## src/rtl/ticket_vend_controller.sv

```systemverilog
// ticket_vend_controller: single-ticket vending FSM (IDLE/COLLECT/DISPENSE/REFUND).
// Latches a price code, accumulates 10/20 euro coins, dispenses with change,
// or refunds on cancel. All outputs are registered.
//
// Ports:
//   clock, reset                 rising-edge clock, synchronous active-high reset
//   selValid, selPrice[1:0]      ticket selection (01=10, 10=20, 11=30 euros)
//   coinValid, coinValue[4:0]    coin strobe and value in euros (10/20 accepted)
//   cancel                       abort request, honoured in COLLECT only
//   credit[5:0]                  euros collected in the current transaction
//   busy                         state is not IDLE
//   dispense                     one-cycle ticket release
//   change[5:0], changeValid     one-cycle change/refund amount
//   coinReject                   one-cycle pulse after an unaccepted coin
//
// Optional feature: define TICKET_TIMEOUT_EN to refund automatically after
// TIMEOUT_CYCLES inactive COLLECT cycles.
module ticket_vend_controller #(
  parameter int unsigned TIMEOUT_CYCLES = 1000
) (
  input  logic       clock,
  input  logic       reset,
  input  logic       selValid,
  input  logic [1:0] selPrice,
  input  logic       coinValid,
  input  logic [4:0] coinValue,
  input  logic       cancel,
  output logic [5:0] credit,
  output logic       busy,
  output logic       dispense,
  output logic [5:0] change,
  output logic       changeValid,
  output logic       coinReject
);

  localparam int unsigned CW = 6;

  // Timeout parameter sanity check at elaboration.
  if (TIMEOUT_CYCLES < 2) begin : g_bad_timeout
    $error("TIMEOUT_CYCLES must be at least 2");
  end

  typedef enum logic [1:0] {
    IDLE     = 2'd0,
    COLLECT  = 2'd1,
    DISPENSE = 2'd2,
    REFUND   = 2'd3
  } state_t;

  state_t        state, state_nx;
  logic [CW-1:0] price, price_nx;
  logic [CW-1:0] credit_nx, change_nx, sum;
  logic          busy_nx, dispense_nx, change_valid_nx, coin_reject_nx;
  logic          coin_ok;

`ifdef TICKET_TIMEOUT_EN
  localparam int unsigned TW = (TIMEOUT_CYCLES > 2) ? $clog2(TIMEOUT_CYCLES) : 1;
  localparam logic [TW-1:0] TIMER_LAST = TW'(TIMEOUT_CYCLES - 1);
  logic [TW-1:0] timer, timer_nx;
`endif

  // State and registered outputs.
  always_ff @(posedge clock) begin
    if (reset) begin
      state       <= IDLE;
      price       <= '0;
      credit      <= '0;
      busy        <= 1'b0;
      dispense    <= 1'b0;
      change      <= '0;
      changeValid <= 1'b0;
      coinReject  <= 1'b0;
`ifdef TICKET_TIMEOUT_EN
      timer       <= '0;
`endif
    end else begin
      state       <= state_nx;
      price       <= price_nx;
      credit      <= credit_nx;
      busy        <= busy_nx;
      dispense    <= dispense_nx;
      change      <= change_nx;
      changeValid <= change_valid_nx;
      coinReject  <= coin_reject_nx;
`ifdef TICKET_TIMEOUT_EN
      timer       <= timer_nx;
`endif
    end
  end

  // Next-state and next-output logic.
  always_comb begin
    state_nx        = state;
    price_nx        = price;
    credit_nx       = credit;
    change_nx       = '0;
    change_valid_nx = 1'b0;
    dispense_nx     = 1'b0;
    coin_reject_nx  = 1'b0;
    coin_ok         = coinValid && (coinValue == 5'd10 || coinValue == 5'd20);
    // Max 20 held + 20 coin = 40, so 6 bits never wrap.
    sum             = credit + CW'(coinValue);
`ifdef TICKET_TIMEOUT_EN
    // Default clear covers both COLLECT entry and accepted coins.
    timer_nx        = '0;
`endif

    unique case (state)
      IDLE: begin
        coin_reject_nx = coinValid;
        if (selValid && selPrice != 2'b00) begin
          state_nx = COLLECT;
          unique case (selPrice)
            2'b01:   price_nx = CW'(10);
            2'b10:   price_nx = CW'(20);
            default: price_nx = CW'(30);
          endcase
        end
      end

      COLLECT: begin
        if (cancel) begin
          // Cancel wins over a same-cycle coin, which is bounced.
          state_nx        = REFUND;
          coin_reject_nx  = coinValid;
          change_nx       = credit;
          change_valid_nx = (credit != '0);
        end else if (coin_ok) begin
          credit_nx = sum;
          if (sum >= price) begin
            state_nx        = DISPENSE;
            change_nx       = sum - price;
            change_valid_nx = (sum != price);
            dispense_nx     = 1'b1;
          end
        end else begin
          coin_reject_nx = coinValid;
`ifdef TICKET_TIMEOUT_EN
          if (timer == TIMER_LAST) begin
            state_nx        = REFUND;
            change_nx       = credit;
            change_valid_nx = (credit != '0);
          end else begin
            timer_nx = timer + TW'(1);
          end
`endif
        end
      end

      DISPENSE, REFUND: begin
        state_nx       = IDLE;
        credit_nx      = '0;
        price_nx       = '0;
        coin_reject_nx = coinValid;
      end
    endcase

    busy_nx = (state_nx != IDLE);
  end

endmodule

```

## config.mk

```make
export PLATFORM = sky130hd
export DESIGN_NAME = ticket_vend_controller
export DESIGN_NICKNAME = d
export VERILOG_FILES = /design/src/rtl/ticket_vend_controller.sv
export SDC_FILE = /design/constraint.sdc
export NUM_CORES = 1
export LEC_CHECK = 0
export ABC_AREA = 1
export BUFFER_PORTS_ARGS = -buffer_cell sky130_fd_sc_hd__buf_4
export CAP_MARGIN = 30
export CORE_ASPECT_RATIO = 1.1
export CORE_MARGIN = 5
export CORE_UTILIZATION = 53
export DETAILED_ROUTE_END_ITERATION = 8
export PLACE_DENSITY = 0.89
export SLEW_MARGIN = 10
export SYNTH_ARGS = -nofsm -noshare
export SYNTH_HDL_FRONTEND = slang
export SYNTH_SLANG_ARGS = --single-unit
```

## constraint.sdc

```tcl
create_clock -name clock -period 3.5 [get_ports clock]
set_clock_uncertainty 0.1 [all_clocks]
set_input_delay 0.35 -clock clock [delete_from_list [all_inputs] [get_ports clock]]
set_output_delay 0.35 -clock clock [all_outputs]
set_load 0.01 [all_outputs]
```

==> results of run 1 <==
## layout make-up
cell class              instances  area (um^2)
clock buffers                   3        22.52
clock inverters                 1        30.03
fillers                       208        711.9
inverters                      28        105.1
multi-input cells             118        742.0
flip-flops and latches         20        400.4
well taps                      30        37.54
repair buffers                 27        202.7
## Yosys cell counts (2+ instances only)
| cell | instances |
|---|---|
| nor2_1 | 9 |
| xnor2_1 | 3 |
| nand3_1 | 15 |
| nand2_2 | 3 |
| fa_1 | 2 |
| a21oi_1 | 11 |
| o21ai_2 | 7 |
| nor2_4 | 4 |
| nand2_1 | 41 |
| o21ai_0 | 2 |
| dfxtp_1 | 20 |
| inv_1 | 26 |
| nand4_1 | 2 |
| inv_2 | 2 |
| ha_1 | 9 |
## critical path: stages (launching register included)
cell and delay [ns]:
dfxtp_1 0.45, ha_1 0.21, inv_1 0.06, fa_1 0.40, o21ai_0 0.19, a21oi_1 0.10, xnor2_1 0.15, ha_1 0.35
inv_1 0.08, nor2_1 0.13, nor2_2 0.07, nand2_4 0.09, nand3_4 0.13, o21ai_2 0.14
## sequential cells by signal (all words and copies together), names as in the netlist
name,cells
coinReject,1
busy,1
price,2
state,2
credit,6
change,6
changeValid,1
dispense,1
## layout by cell type (no fill, tap or decap)
cell type / netlist / final
a31oi_1: 1 / 1
a21oi_1: 11 / 11
nor2_2: 1 / 1
xnor2_1: 3 / 3
inv_1: 26 / 26
nor2_1: 9 / 9
nand3_4: 1 / 1
nor4_1: 1 / 1
nand2_1: 41 / 41
fa_1: 2 / 2
nand3_1: 15 / 15
a21oi_2: 1 / 1
xor2_1: 1 / 1
o21ai_0: 2 / 2
nand2_2: 3 / 3
a21oi_4: 1 / 1
dfxtp_1: 20 / 20
clkbuf_4: 0 / 3
nand4_1: 2 / 2
ha_1: 9 / 9
nand3_2: 1 / 1
o21ai_2: 7 / 7
inv_2: 2 / 2
and3_1: 1 / 1
buf_4: 1 / 27
bufinv_16: 0 / 1
nor2_4: 4 / 4
nand2_4: 1 / 1
## metal layers
metal  vias up  wire length [um]
met2        25              1391
met3         4               144
met4         0                39
met1       504              1238
met5         -                 0
li1        598                 -
## through the flow
| stage | instance area, um^2 | hold WS (ns) | util |
|---|---|---|---|
| final | 1540 | 0.1707 | 0.6839 |
| after global routing | 1540 | 0.1578 | 0.6839 |
| after CTS | 1540 | 0.1705 | 0.6839 |
| after detailed placement | 1488 | 0.3941 | 0.6606 |
| after global placement | 1488 | 0.3918 | 0.6606 |
| after floorplan | 1255 | 0.3553 | - |
## power by group through the flow
| stage | sequential, mW | clock, mW | combinational (mW) |
|---|---|---|---|
| final | 0.241 | 0.191 | 0.113 |
| after CTS | 0.241 | 0.192 | 0.113 |
| after global placement | 0.246 | 0 | 0.110 |
| after detailed placement | 0.246 | 0 | 0.113 |
| after floorplan | 0.246 | 0 | 0.0804 |
| after global routing | 0.242 | 0.208 | 0.126 |
## logic make-up after synthesis
group / share of synthesized area
fa+ha+maj: 0.1216
buf+inv: 0.08973
xor+xnor: 0.02792
simple gates: 0.3161
compound gates: 0.1256
flops: 0.3190
## path summary, 6_finish.rpt
check             from  cells past startpoint   endpoint  slack (ns)
min              reset                      2  credit[3]        0.17
max reg2reg  credit[0]                     13  change[3]        0.79
min reg2reg   price[3]                      2   price[3]        0.41
max          credit[0]                     13  change[3]        0.79
==> out/qor.csv, run 1 <==
metric;value;unit
fp-row-count;18;
setup_tns;0;ns
clk_latency;0.30;ns
p_int;0.3955;mW
cts_setup_buffers;0;
die_w;56.40;um
grt_use_met3;0.02725;
ctsHoldBuffers;0;
slew_violations;0;
setup_viol;0;
core_region_area;0.002252;mm^2
ys.flop_type;dfxtp_1;
cp-end-kind;register;
dieArea;0.003442;mm^2
synthTopCellsByArea;dfxtp_1 32%, nand2_1 12%, ha_1 9.0%;
setup_ws;0.7935;ns
clk_pin_slew;0.12;ns
max-slew-margin-rel;0.7702;
grt.met2_usage;0.3022;
ios;28;
placed_cells;223;
ys_seq_area_frac;0.3190;
pre_cts_slack;0.8264;ns
crit_path_start_kind;register;
clockBufferDepth;2;
p_sw;0.1488;mW
clockPowerShare;0.351;
p_sw_frac;0.2734;
nets;221;
cts_buffers;3;
drv_cap;0;
hold_violations;0;
finalPower;0.5443;mW
drcViolationCount;0;
p_comb_frac;0.207;
h-tree-depth;1;
wirelength;2814;um
layout_min_cycle_time;2.706;ns
cts_root_buf;clkbuf_4;
cp.required;3.64;ns
first_global_vias;1020;
grt_pass1_wl;4636;um
synth_edf_count;0;
ys_types;26;
grt_util_met1;0.2222;
syn_avg_cell_area;7.515;um^2
rsz0062_at_grt;no;
yosysWarnings;0;
worstMarginPinSlew;0.3422;ns
peakVddDrop;0.3012;mV
antenna_found_initial;0;
portBuffers;27;
cts_sinks;20;
yosysTopAreaCellShare;0.3190;
synthesis.area;0.001255;mm^2
synth_nets;190;
critical_path_class;reg2reg;
yosys.area.top_type;dfxtp_1;
sequentialPowerShare;0.442;
cts_tree;built;
gr-total-overflow;0;
detail_route.vias_per_cell;4.982;
dpl.hpwl;2344;um
cts_resized;0;
fmax;369.5;MHz
routedWlPerCell;12.40;um
p_leak;0.7578;nW
grt-busiest-layer;met2;
status;finished, final reports clean;
start_util;0.5572;
diodes;0;
crit_path_max_fanout;7;
drt_iter0_drc;22;
grt_use_total;0.1770;
finalWeightedCongestion;0.9407;
layout.cells.non_filler;227;
drive_gt1_frac;0.2690;
yosys_register_bits;20;
num_vias;1131;
first_pass_iters;4;
area_growth;22.73;%
grt_max_degree;13;
netlist_instances;167;
critPathArrivalTime;2.85;ns
hp-class;in2reg;
cellPowerDensity;353.4;mW/mm^2
async_flop_share;0;
ant_nets;0;
chipHeight;61.04;um
period_share;0.7733;
Power figures use the tool's default switching activity.
==> run 2: changes to the inputs <==
CORE_UTILIZATION = 48   (was 53)
PLACE_DENSITY = 0.86   (was 0.89)
clock period = 2.3 ns   (was 3.5 ns; I/O delays follow)
==> run 2 against run 1 <==
The flow now finishes with violations (setup timing). Critical path depth increased by 1. Routed wire length up 16%. Count of clock-buffer cells in the layout stayed put. First-iteration DRC count is 130% higher. Sequential power grew 51%. Critical path type unchanged. Critical endpoint is now change[5]. Largest cell class unchanged.
==> out/qor.csv, run 2 (same netlist as run 1, synthesis figures left out) <==
metric;value;unit;change
worstHoldStart;reset;;unchanged
first_global_vias;1171;;was 1,020
nets;240;;was 221
wl_met3;155;um;was 144 um
drv_cap;0;;unchanged
grt_pass1_wl;5271;um;was 4636 um
layout.cells.non_filler;247;;was 227
drcViolationCount;0;;unchanged
h-tree-depth;1;;unchanged
core_region_area;0.002496;mm^2;was 0.002252 mm^2
cts_buffers;3;;unchanged
gr-total-overflow;0;;unchanged
failed_checks;setup timing;;
mostFrequentLayoutCell;buf_4;;was nand2_1
area_growth;45.36;%;was 22.73%
layout_min_cycle_time;2.417;ns;was 2.706 ns
period_share;1.051;;was 0.7733
dieArea;0.003738;mm^2;was 0.003442 mm^2
cts_tree;built;;unchanged
diodes;0;;unchanged
clockBufferDepth;2;;unchanged
setup_ws;-0.1167;ns;was 0.7935 ns
start_util;0.5028;;was 0.5572
first_pass_iters;5;;was 4
clk_latency;0.32;ns;was 0.30 ns
hp-class;in2reg;;unchanged
hold_violations;0;;unchanged
drt_iter0_drc;51;;was 22
ant_nets;0;;unchanged
cts_root_buf;clkbuf_4;;unchanged
placed_cells;236;;was 223
fp-row-count;19;;was 18
setup_viol;11;;was 0
slew_violations;0;;unchanged
reg.largest.list;change: 6 flops, credit: 6 flops;;unchanged
met1_length;1338;um;was 1238 um
cp.required;2.45;ns;was 3.64 ns
cellPowerDensity;489.4;mW/mm^2;was 353.4 mW/mm^2
final_cell_mix;42 x buf_4, 40 x nand2_1, 23 x inv_1, 18 x dfxtp_1, 14 x nand3_1;;was 41 x nand2_1, 27 x buf_4, 26 x inv_1, 20 x dfxtp_1, 15 x nand3_1
r2r-start;credit[0];;unchanged
finalWeightedCongestion;0.9545;;was 0.9407
pre_cts_slack;-0.1864;ns;was 0.8264 ns
route.met2.wl;1687;um;was 1391 um
peakVddDrop;0.4662;mV;was 0.3012 mV
num_vias;1245;;was 1,131
rsz0062_at_grt;yes;;was no
wirelength;3265;um;was 2814 um
crit_path_start_kind;register;;unchanged
drive_gt1_frac;0.4259;;was 0.2690
critPathArrivalTime;2.57;ns;was 2.85 ns
cp-end-kind;register;;unchanged
cts_sinks;20;;unchanged
ios;28;;unchanged
critical_path_class;reg2reg;;unchanged
die_w;58.75;um;was 56.40 um
setup_tns;-0.6613;ns;was 0 ns
max-slew-margin-rel;0.7929;;was 0.7702
chipHeight;63.63;um;was 61.04 um
portBuffers;27;;unchanged
worstMarginPinSlew;0.3092;ns;was 0.3422 ns
status;finished with violations;;was finished, final reports clean
grt_use_total;0.1837;;was 0.1770
crit_start;credit[0];;unchanged
fmax;413.8;MHz;was 369.5 MHz
finalPower;0.8928;mW;was 0.5443 mW
dpl.hpwl;2380;um;was 2344 um
grt_max_degree;13;;unchanged
crit_path_max_fanout;4;;was 7
detail_route.vias_per_cell;5.040;;was 4.982
antenna_found_initial;0;;unchanged
p_leak;0.8982;nW;was 0.7578 nW
routedWlPerCell;13.22;um;was 12.40 um
clk_pin_slew;0.12;ns;about the same
top_layer;met4;;unchanged
==> run 2: area by class of cell <==
cell class	instances	area, um^2
timing repair buffer	46	360.3
fill	189	671.9
tap	31	38.79
multi-input combinational	118	859.6
sequential	20	405.4
inverter	28	107.6
clock inverter	1	30.03
clock buffer	3	22.52
==> run 2: what timing repair did <==
action	4_1_cts	5_1_grt
resized for setup	14	11
hold buffers	0	0
setup endpoints to repair	11	12
pin swaps	11	12
setup buffers	7	2
==> run 2: layer usage <==
layer,up-vias,global-route usage
met5,-,0
met4,0,0.09915
met3,7,0.02245
met2,37,0.3052
met1,570,0.2237
li1,631,-
==> run 2: report_power, final <==
| group | total (mW) | internal (mW) | switching (mW) |
|---|---|---|---|
| Combinational | 0.236 | 0.108 | 0.128 |
| Clock | 0.292 | 0.176 | 0.115 |
| Sequential | 0.365 | 0.357 | 0.00800 |
| Total | 0.893 | 0.641 | 0.251 |
==> run 2: final timing paths <==
kind	cells after the start	end	slack, ns
min	2	credit[1]	0.04
max	14	change[5]	-0.12
min reg2reg	2	price[3]	0.41
max reg2reg	14	change[5]	-0.12
==> run 2: critical path, cell delays in order, from the launching register on <==
cell	delay [ns]
dfxtp_4	0.38
ha_4	0.13
inv_2	0.03
fa_2	0.37
o21ai_2	0.14
a21oi_2	0.08
xnor2_2	0.24
ha_4	0.27
nand2_1	0.07
nand2_1	0.06
a31oi_2	0.17
inv_1	0.07
nand2_1	0.07
nand2_1	0.06
o21ai_2	0.12
==> run 2: metrics by stage <==
| stage | hold WS [ns] | instance area (um^2) | util |
|---|---|---|---|
| after floorplan | 0.2825 | 1281 | - |
| after global placement | 0.3777 | 1605 | 0.6431 |
| after detailed placement | 0.3741 | 1605 | 0.6431 |
| after CTS | 0.02906 | 1764 | 0.7068 |
| after global routing | 0.03346 | 1824 | 0.7308 |
| final | 0.03921 | 1824 | 0.7308 |
